**config.mk**
```make
export PLATFORM = sky130hd
export DESIGN_NAME = row_delay_line_5x5
export DESIGN_NICKNAME = d
export VERILOG_FILES = /design/src/rtl/row_delay_line_5x5_pkg.sv /design/src/rtl/row_delay_line_5x5_segment.sv /design/src/rtl/row_delay_line_5x5.sv
export SDC_FILE = /design/constraint.sdc
export NUM_CORES = 1
export LEC_CHECK = 0
export ABC_AREA = 1
export BUFFER_PORTS_ARGS = -buffer_cell sky130_fd_sc_hd__clkbuf_2
export CORE_MARGIN = 2
export CORE_UTILIZATION = 25
export CTS_BUF_LIST = sky130_fd_sc_hd__clkbuf_4
export DETAILED_ROUTE_END_ITERATION = 10
export SETUP_SLACK_MARGIN = 0.4
export SKIP_CTS_REPAIR_TIMING = 1
export SYNTH_ARGS = -nofsm -noshare
export SYNTH_HDL_FRONTEND = slang
export SYNTH_SLANG_ARGS = --single-unit
```
**constraint.sdc**
```tcl
create_clock -name clock -period 0.9 [get_ports clock]
set_clock_uncertainty 0.1 [all_clocks]
set_input_delay 0.135 -clock clock [delete_from_list [all_inputs] [get_ports clock]]
set_output_delay 0.135 -clock clock [all_outputs]
set_load 0.05 [all_outputs]
```
**src/rtl/row_delay_line_5x5_pkg.sv**
```systemverilog
// Shared constants for the 5x5 separable Gaussian line buffer.
//   - default pixel width and default image geometry
//   - the 1-D kernel [1 4 6 4 1] and its >>4 normalisation
//   - gauss5_norm(): one 1-D pass over a 5-pixel column or row
package row_delay_line_5x5_pkg;

   localparam int unsigned DEF_DATA_WIDTH = 8;
   localparam int unsigned IMG_WIDTH      = 9;
   localparam int unsigned IMG_HEIGHT     = 6;

   localparam int unsigned KERNEL_TAPS  = 5;
   localparam int unsigned KERNEL_SHIFT = 4;
   localparam int unsigned KERNEL_K0    = 1;
   localparam int unsigned KERNEL_K1    = 4;
   localparam int unsigned KERNEL_K2    = 6;

   // Kernel weights sum to 16, so the >>4 result never exceeds the input range.
   function automatic logic [DEF_DATA_WIDTH-1:0] gauss5_norm(
      input logic [DEF_DATA_WIDTH-1:0] p0,
      input logic [DEF_DATA_WIDTH-1:0] p1,
      input logic [DEF_DATA_WIDTH-1:0] p2,
      input logic [DEF_DATA_WIDTH-1:0] p3,
      input logic [DEF_DATA_WIDTH-1:0] p4
   );
      logic [DEF_DATA_WIDTH+3:0] acc;
      acc = DEF_DATA_WIDTH'(KERNEL_K0) * 0 + {4'd0, p0}
          + ({4'd0, p1} << 2)
          + ({4'd0, p2} << 2) + ({4'd0, p2} << 1)
          + ({4'd0, p3} << 2)
          + {4'd0, p4};
      return acc[KERNEL_SHIFT +: DEF_DATA_WIDTH];
   endfunction

endpackage

```
**src/rtl/row_delay_line_5x5_segment.sv**
```systemverilog
// row_delay_segment: DEPTH-stage register delay, shifting only when clken is
// high, cleared asynchronously by aclr_n.
//   clock   in   rising-edge clock
//   aclr_n  in   asynchronous active-low clear of every stage
//   clken   in   shift enable
//   din     in   sample entering stage 1
//   dout    out  stage DEPTH (combinational read of the last register)
module row_delay_segment
   import row_delay_line_5x5_pkg::*;
#(
   parameter int DATA_WIDTH = DEF_DATA_WIDTH,
   parameter int DEPTH      = IMG_WIDTH
) (
   input  logic                  clock,
   input  logic                  aclr_n,
   input  logic                  clken,
   input  logic [DATA_WIDTH-1:0] din,
   output logic [DATA_WIDTH-1:0] dout
);

   logic [DATA_WIDTH-1:0] stage_q [DEPTH];

   always_ff @(posedge clock or negedge aclr_n) begin
      if (!aclr_n) begin
         for (int i = 0; i < DEPTH; i++) stage_q[i] <= '0;
      end else if (clken) begin
         stage_q[0] <= din;
         for (int i = 1; i < DEPTH; i++) stage_q[i] <= stage_q[i-1];
      end
   end

   assign dout = stage_q[DEPTH-1];

endmodule

```
**src/rtl/row_delay_line_5x5.sv**
```systemverilog
// row_delay_line_5x5: four-row line buffer for the 5x5 Gaussian. The pixel
// stream is delayed by whole rows; shiftin plus the four taps form one
// vertical 5-pixel column.
//   clock     in   rising-edge clock
//   aclr_n    in   asynchronous active-low clear, driven straight from rst_n
//   clken     in   pixel-valid strobe; the line only advances when high
//   shiftin   in   incoming pixel
//   taps0x    out  pixel delayed 1 row  (stage TAP_DISTANCE)
//   taps1x    out  pixel delayed 2 rows (stage 2*TAP_DISTANCE)
//   taps2x    out  pixel delayed 3 rows (stage 3*TAP_DISTANCE)
//   taps3x    out  pixel delayed 4 rows (stage 4*TAP_DISTANCE)
//   shiftout  out  end of chain, same as taps3x
// The tap ports are fixed at four, so NUM_TAPS is expected to stay at 4.
module row_delay_line_5x5
   import row_delay_line_5x5_pkg::*;
#(
   parameter int DATA_WIDTH   = DEF_DATA_WIDTH,
   parameter int TAP_DISTANCE = IMG_WIDTH,
   parameter int NUM_TAPS     = 4
) (
   input  logic                  clock,
   input  logic                  aclr_n,
   input  logic                  clken,
   input  logic [DATA_WIDTH-1:0] shiftin,
   output logic [DATA_WIDTH-1:0] shiftout,
   output logic [DATA_WIDTH-1:0] taps0x,
   output logic [DATA_WIDTH-1:0] taps1x,
   output logic [DATA_WIDTH-1:0] taps2x,
   output logic [DATA_WIDTH-1:0] taps3x
);

   // tap_bus[0] is the live input; tap_bus[k] is the output of segment k.
   logic [DATA_WIDTH-1:0] tap_bus [NUM_TAPS+1];

   assign tap_bus[0] = shiftin;

   for (genvar k = 0; k < NUM_TAPS; k++) begin : g_seg
      row_delay_segment #(
         .DATA_WIDTH (DATA_WIDTH),
         .DEPTH      (TAP_DISTANCE)
      ) u_seg (
         .clock  (clock),
         .aclr_n (aclr_n),
         .clken  (clken),
         .din    (tap_bus[k]),
         .dout   (tap_bus[k+1])
      );
   end

   assign taps0x   = tap_bus[1];
   assign taps1x   = tap_bus[2];
   assign taps2x   = tap_bus[3];
   assign taps3x   = tap_bus[4];
   assign shiftout = tap_bus[NUM_TAPS];

endmodule

```
# Word-level counts from Yosys, hierarchy flattened
# Index checks and enable logic that the tools add are counted.
[op_classes]
muxes = 0
n_shift = 0
n_reduce_logical = 0
add_sub_neg = 0
n_eq_ne = 0
order_cmp = 0
mul = 0
bitwise = 0
n_div = 0
[totals]
output_inout_bits = 40
register_bits = 288
inputBits = 11
mem_count = 0
mem_bits_ro = 0
mem_bits_rw = 0
latchBits = 0
word_cells = 36

# Depth between registers and ports, before layout
# Gate-level depths: netlist (run 1).
[depth]
word_depth = 0
depth_mapped = 6
depth_no_buf = 3

# Modules after synthesis
# Synthesis (run 1) repeated with hierarchy kept, for this count alone.
[hier_totals]
hier_cells = 1256
hier_area_um2 = 11295.8
[modules_own_cells]
columns = ["module", "seq_area_each_um2", "cells_per_inst", "instances", "area_per_inst_um2"]
rows = [
  ["row_delay_segment", 1801.7, 312, 4, 2808.9],
  ["row_delay_line_5x5", 0.0, 8, 1, 60.1],
]

# Worst setup path after synthesis (run 1)
# Ideal clock, no wire load.
[synth_path]
path_kind = "input-to-reg"
from = "input clken"
to = "register g_seg[3].u_seg.stage_q, in the netlist g_seg[3].u_seg.dout[2]"
arrival_ns = 0.660
path_buffers = 3
required_time_ns = 0.684
setup_slack_ns = 0.023
setup_ns = 0.116
stages = 5
cell_sequence = "buf_6 buf_4 buf_2 nand2_1 nand2_1"
[synth_rtl]
columns = ["element", "line_no", "source"]
rows = [
  ["start: declaration", "row_delay_line_5x5.sv:23", "input logic clken,"],
  ["end: declaration", "row_delay_line_5x5_segment.sv:21", "logic [DATA_WIDTH-1:0] stage_q [DEPTH];"],
]

# Worst setup path in the final report (run 1)
[layout_path]
from = "register g_seg[0].u_seg.stage_q, in the netlist g_seg[0].u_seg.dout[0]"
to = "output taps0x[0]"
[layout_rtl]
columns = ["element", "line_no", "source"]
rows = [
  ["start: declaration", "row_delay_line_5x5_segment.sv:21", ""],
  ["end: declaration", "row_delay_line_5x5.sv:26", "output logic [DATA_WIDTH-1:0] taps0x,"],
]
# No word-level cell between the ends.

==> metrics.md, run 1 <==
| Metric | Value |
|---|---|
| Crit path max-delay cell type | dfrtp_2 |
| Seq/Total Area, Yosys | 64.19% |
| Failing checks | hold timing, setup timing |
| Multi-input logic area | 0.003351 mm2 |
| Cell area power density | 2279 mW/mm2 |
| RSZ-0062 raised after global routing | true |
| Antenna violations before repair | 1 |
| Post-synthesis register bit count | 288 |
| Clock Sinks | 288 |
| Worst Hold Class | primary input to asynchronous set/reset pin |
| Post-DP Area | 0.01232 mm2 |
| Register Area | 0.007219 mm2 |
| Cell Chain, Critical Path | buf_12 |
| Grt met3 use | 2.903% |
| Post-Syn Instances | 1256 |
| Worst setup SP type | flop |
| Area of the mapped netlist | 0.01123 mm2 |
| Via Count | 7845 |
| Crit path DAT | 1310 ps |
| Hold slack | -789.1 ps |
| Starting density of the core | 25.34% |
| Fin area | 0.01395 mm2 |
| TritonCTS buffer count | 78 |
| Most common cell after layout, fill and taps aside | nand2_1 |
| Share of layout cells above drive strength 1 | 21.21% |
| Met2 global-route usage | 15.33% |
| Max-slew headroom | 75.25% |
| Min setup slack post-route | -641.5 ps |
| Horiz. Die Dim | 215.9 um |
| Die Span Y | 215.9 um |
| WL/cell | 10.39 um |
| Maximum number of pins on one net before global-route repair | 44 |
| Max-Cap Viols | 0 |
| Rows | 77 |
| Final slew viol count | 0 |
| Root buffer cell | clkbuf_4 |
| DR vias/cell | 3.909 |
| CTS clk-pin slew, worst paths | 60 ps |
| First-pass GRT wire length | 36740 um |
| Status | finished, violations left |
| Syn nets | 1267 |
| Clock Latency Late Sink | 700 ps |
| DRC | 0 |
| CP peak stage delay | 460 ps |
| First-pass DRT Iterations | 4 |
| FILL cells | 4669 |
| GRT Util Overall | 9.347% |
| Setup violations, final | 48 |
| I/O Pins | 51 |
| Leakage Power | 7.728 nW |
| Yosys Warn Count | 0 |
| Top delay family on crit path | flip-flops |
| Full die area | 0.04662 mm2 |
| Core Area | 0.04432 mm2 |
| RePlAce Congestion | 0.7040 |
| Max VDD drop | 888.4 uV |
| Worst Path Max Fanout | 3 |
| Fmax | 648.7 MHz |
| Avg Cell Area, Syn | 8.940 um2 |
| Crit Path Class | flop to output pin |
| GR peak layer | met2 |
| DRT antenna net count | 0 |
| Worst slew pin tran | 371.2 ps |
| Hold Vio Cnt, Final | 576 |
| H-Tree Depth | 3 |
| Final worst path period need | 1541 ps |
| Crit end category | output pin |
| Pre-CTS WS | -115.4 ps |
| Drt initial violations | 454 |
| Vias in the first global route | 8021 |
| Yosys cell types | 7 |
| Area added between synthesis and finish | 24.24% |
| Port Buffers | 50 |
| Nets | 1371 |
| Clock buffer depth | 3 |
| Commonest cells after routing, fill and taps aside | nand2_1 (821), dfrtp_1 (278), clkbuf_4 (119), buf_6 (54), nand2_2 (43) |
| Tot Pwr | 31.80 mW |
| Remaining global-route overflow | 0 |
| CTS tree | built |
| Met1 Use GR | 11.09% |
| DPL Wire Length | 12340 um |
| Tcrit/Tclk final | 171.3% |
| WP buf/inv | 1 |
| Final WL | 20850 um |
| Req. time, crit path | 660 ps |
[layout make-up]
type	instances	area share, %
clock inverter	11	0.9059
tap	592	5.310
inverter	1	0.08072
antenna	5	0.08969
sequential	288	51.75
timing repair buffer	127	11.44
multi-input combinational	864	24.02
clock buffer	119	6.404
[registers in the layout, indices dropped and copies added (netlist names)]
name,cells
g_seg.u_seg.stage_q,256
g_seg.u_seg.dout,32
[routing by layer]
layer / vias to the layer above / part of all wire (%)
met5: - / 0
met4: 0 / 2.7
met3: 50 / 4.5
met2: 113 / 47
met1: 3704 / 46
li1: 3978 / -
[cell usage after synthesis]
library cell,count,area [um2]
buf_2,29,145.1
buf_4,45,337.8
buf_6,24,270.3
clkbuf_1,5,18.77
dfrtp_1,288,7207
inv_4,1,6.260
nand2_1,864,3243
[logic make-up after synthesis]
| logic type | share of synthesized area (%) |
|---|---|
| simple gates | 28.88 |
| flops | 64.19 |
| buf+inv | 6.931 |
[through the flow]
step                      util (%)  setup TNS [ps]  cells  hold WS (ps)
after floorplan                  -               0   1256        -260.6
after global placement       27.80          -21010   1847        -78.41
after detailed placement     27.80          -24860   1847        -79.09
after CTS                    30.10          -29610   1977        -864.7
after global routing         31.48          -28570   2007        -864.7
final                        31.48          -24410   2007        -789.1
[path summary, 6_finish.rpt]
check | cells after the start | slack [ps] | start | end
hold / removal | 1 | -790 | aclr_n | g_seg[0].u_seg.stage_q[40]
max in group asynchronous | 2 | 920 | aclr_n | g_seg[1].u_seg.stage_q[39]
hold reg to reg | 2 | 340 | g_seg[0].u_seg.stage_q[17] | g_seg[0].u_seg.stage_q[9]
setup reg to reg | 4 | -100 | g_seg[0].u_seg.dout[5] | g_seg[0].u_seg.dout[5]
setup / recovery | 1 | -640 | g_seg[0].u_seg.dout[0] | taps0x[0]
min in group clock | 4 | -170 | clken | g_seg[2].u_seg.stage_q[39]
[where the power goes]
part	leakage (nW)	switching [mW]	internal (mW)	total, mW
registers	3.88	1.01	14.6	15.6
logic	3.23	2.35	1.80	4.15
clock network	0.613	5.19	6.82	12.0
Power figures use the tool's default switching activity.
==> run 2: changes to the inputs <==
==> constraint.sdc (replaced) <==
create_clock -name clock -period 1.8 [get_ports clock]
set_clock_uncertainty 0.1 [all_clocks]
set_input_delay 0.27 -clock clock [delete_from_list [all_inputs] [get_ports clock]]
set_output_delay 0.27 -clock clock [all_outputs]
set_load 0.05 [all_outputs]
==> run 2 against run 1 <==
  * The flow now finishes without violations
  * Non-clock buffer count shrank 22
  * Core utilization shrank 1.6 points
  * Die area is the same
  * Final area shrank 5.2%
  * Register-to-register slack gained 1000 ps
  * Hold slack gained 800 ps
  * Count of clock-buffer cells in the layout shrank 6
  * Routed wire length shrank 3.1%
  * Combinational power shrank 56%
  * Largest power group unchanged
==> metrics.md, run 2 (synthesized netlist as in run 1, its figures left out) <==
| Metric | Value |
|---|---|
| Leakage Power | 7.457 nW |
| Clock Latency Late Sink | 700 ps |
| Cell Chain, Critical Path | buf_6 |
| Cell area power density | 1142 mW/mm2 |
| Worst reg2reg path depth | 3 |
| Setup TNS Final | 0 ps |
| Area added between synthesis and finish | 17.75% |
| Rows | 77 |
| Port Buffers | 50 |
| TritonCTS buffer count | 75 |
| Worst setup SP type | flop |
| Max VDD drop | 458.8 uV |
| Reg2reg start | g_seg[0].u_seg.dout[1] |
| Crit path max-delay cell type | dfrtp_1 |
| Maximum number of pins on one net before global-route repair | 110 |
| Met2 global-route usage | 14.31% |
| Largest register FFs | 256 |
| Hold Vio Cnt, Final | 0 |
| GRT Util Overall | 8.884% |
| DRT antenna net count | 0 |
| Vias in the first global route | 7710 |
| Largest reg by FF count | g_seg.u_seg.stage_q |
| Antenna violations before repair | 1 |
| Nets | 1346 |
| Tcrit/Tclk final | 93.69% |
| WL/cell | 10.23 um |
| Root buffer cell | clkbuf_4 |
| DPL Wire Length | 11370 um |
| Clock buffer depth | 3 |
| Max-Cap Viols | 0 |
| CTS tree | built |
| GR peak layer | met2 |
| FILL cells | 4729 |
| RSZ-0062 raised after global routing | true |
| DR vias/cell | 3.938 |
| Commonest cells after routing, fill and taps aside | nand2_1 (864), dfrtp_1 (286), clkbuf_4 (114), buf_6 (37), buf_4 (33) |
| WP buf/inv | 1 |
| Most common cell after layout, fill and taps aside | nand2_1 |
| Starting density of the core | 25.34% |
| Status | finished clean |
| Crit path DAT | 1320 ps |
| Drt initial violations | 459 |
| Via Count | 7777 |
| Met1 Use GR | 10.92% |
| Final worst path period need | 1686 ps |
| Horiz. Die Dim | 215.9 um |
| Crit Path Class | flop to output pin |
| Crit end category | output pin |
| CTS clk-pin slew, worst paths | 70 ps |
| First-pass DRT Iterations | 4 |
| Max-slew headroom | 67.16% |
| Grt met3 use | 2.706% |
| Multi-input logic area | 0.003243 mm2 |
| Core Area | 0.04432 mm2 |
| CP peak stage delay | 430 ps |
| Full die area | 0.04662 mm2 |
| Worst slew pin tran | 492.5 ps |
| Final cell utilization of the core | 29.83% |
| First-pass GRT wire length | 35220 um |
| Share of layout cells above drive strength 1 | 15.63% |
| R2R setup slack | 900 ps |
| I/O Pins | 51 |
| Req. time, crit path | 1430 ps |
| RePlAce Congestion | 0.7067 |
| Clock Sinks | 288 |
| Top delay family on crit path | flip-flops |
| Worst Hold Class | primary input to asynchronous set/reset pin |
| DRC | 0 |
| RR Endpoint | g_seg[1].u_seg.stage_q[65] |
| Final slew viol count | 0 |
| Die Span Y | 215.9 um |
| Setup violations, final | 0 |
| Fmax | 593.0 MHz |
| Register Area | 0.007209 mm2 |
| Final WL | 20210 um |
| H-Tree Depth | 3 |
| Worst Path Max Fanout | 3 |
| Remaining global-route overflow | 0 |
==> run 2: area by class of cell <==
type                    instances  area share (%)
flip-flops and latches        288           54.53
multi-input cells             864           24.53
repair buffers                105           8.252
clock buffers                 113           6.416
well taps                     592           5.602
clock inverters                11          0.5678
inverters                       1         0.08517
diodes                          1         0.01893
==> run 2: how the worst max path moves through the flow <==
stage                                      start                          to  slack, ps  cells after the start
final                     g_seg[3].u_seg.dout[0]                 shiftout[0]        110                      1
after global routing      g_seg[3].u_seg.dout[0]                 shiftout[0]         10                      1
after CTS                 g_seg[1].u_seg.dout[1]                   taps1x[1]        -50                      1
after detailed placement                   clken  g_seg[1].u_seg.stage_q[47]        390                      5
after global placement                     clken  g_seg[1].u_seg.stage_q[10]        410                      4
after floorplan                            clken      g_seg[3].u_seg.dout[2]        790                      5
==> run 2: layer usage <==
| layer | wire, um | up-vias |
|---|---|---|
| li1 | - | 3919 |
| met1 | 9213 | 3697 |
| met2 | 9561 | 113 |
| met3 | 887 | 48 |
| met4 | 543 | 0 |
| met5 | 0 | - |
==> run 2: power by group <==
| part | switching (mW) | internal (mW) | total (mW) | leakage, nW |
|---|---|---|---|---|
| Clock | 2.52 | 2.98 | 5.51 | 0.562 |
| Sequential | 0.462 | 7.30 | 7.77 | 3.90 |
| Combinational | 1.14 | 0.692 | 1.83 | 3.00 |
| Total | 4.12 | 11.0 | 15.1 | 7.46 |
==> run 2: per-stage QoR <==
step / power, mW / instance area, um2 / instances / hold WS (ps) / setup WS, ps
after floorplan: 9.085 / 11230 / 1256 / -125.6 / 788.2
final: 15.10 / 13220 / 1975 / 15.80 / 113.6
after global placement: 9.438 / 11770 / 1816 / 143.6 / 412.8
after global routing: 16.07 / 13220 / 1975 / 26.77 / 12.33
after detailed placement: 9.517 / 11770 / 1816 / 147.1 / 393.8
after CTS: 15.18 / 12690 / 1940 / -621.0 / -51.72
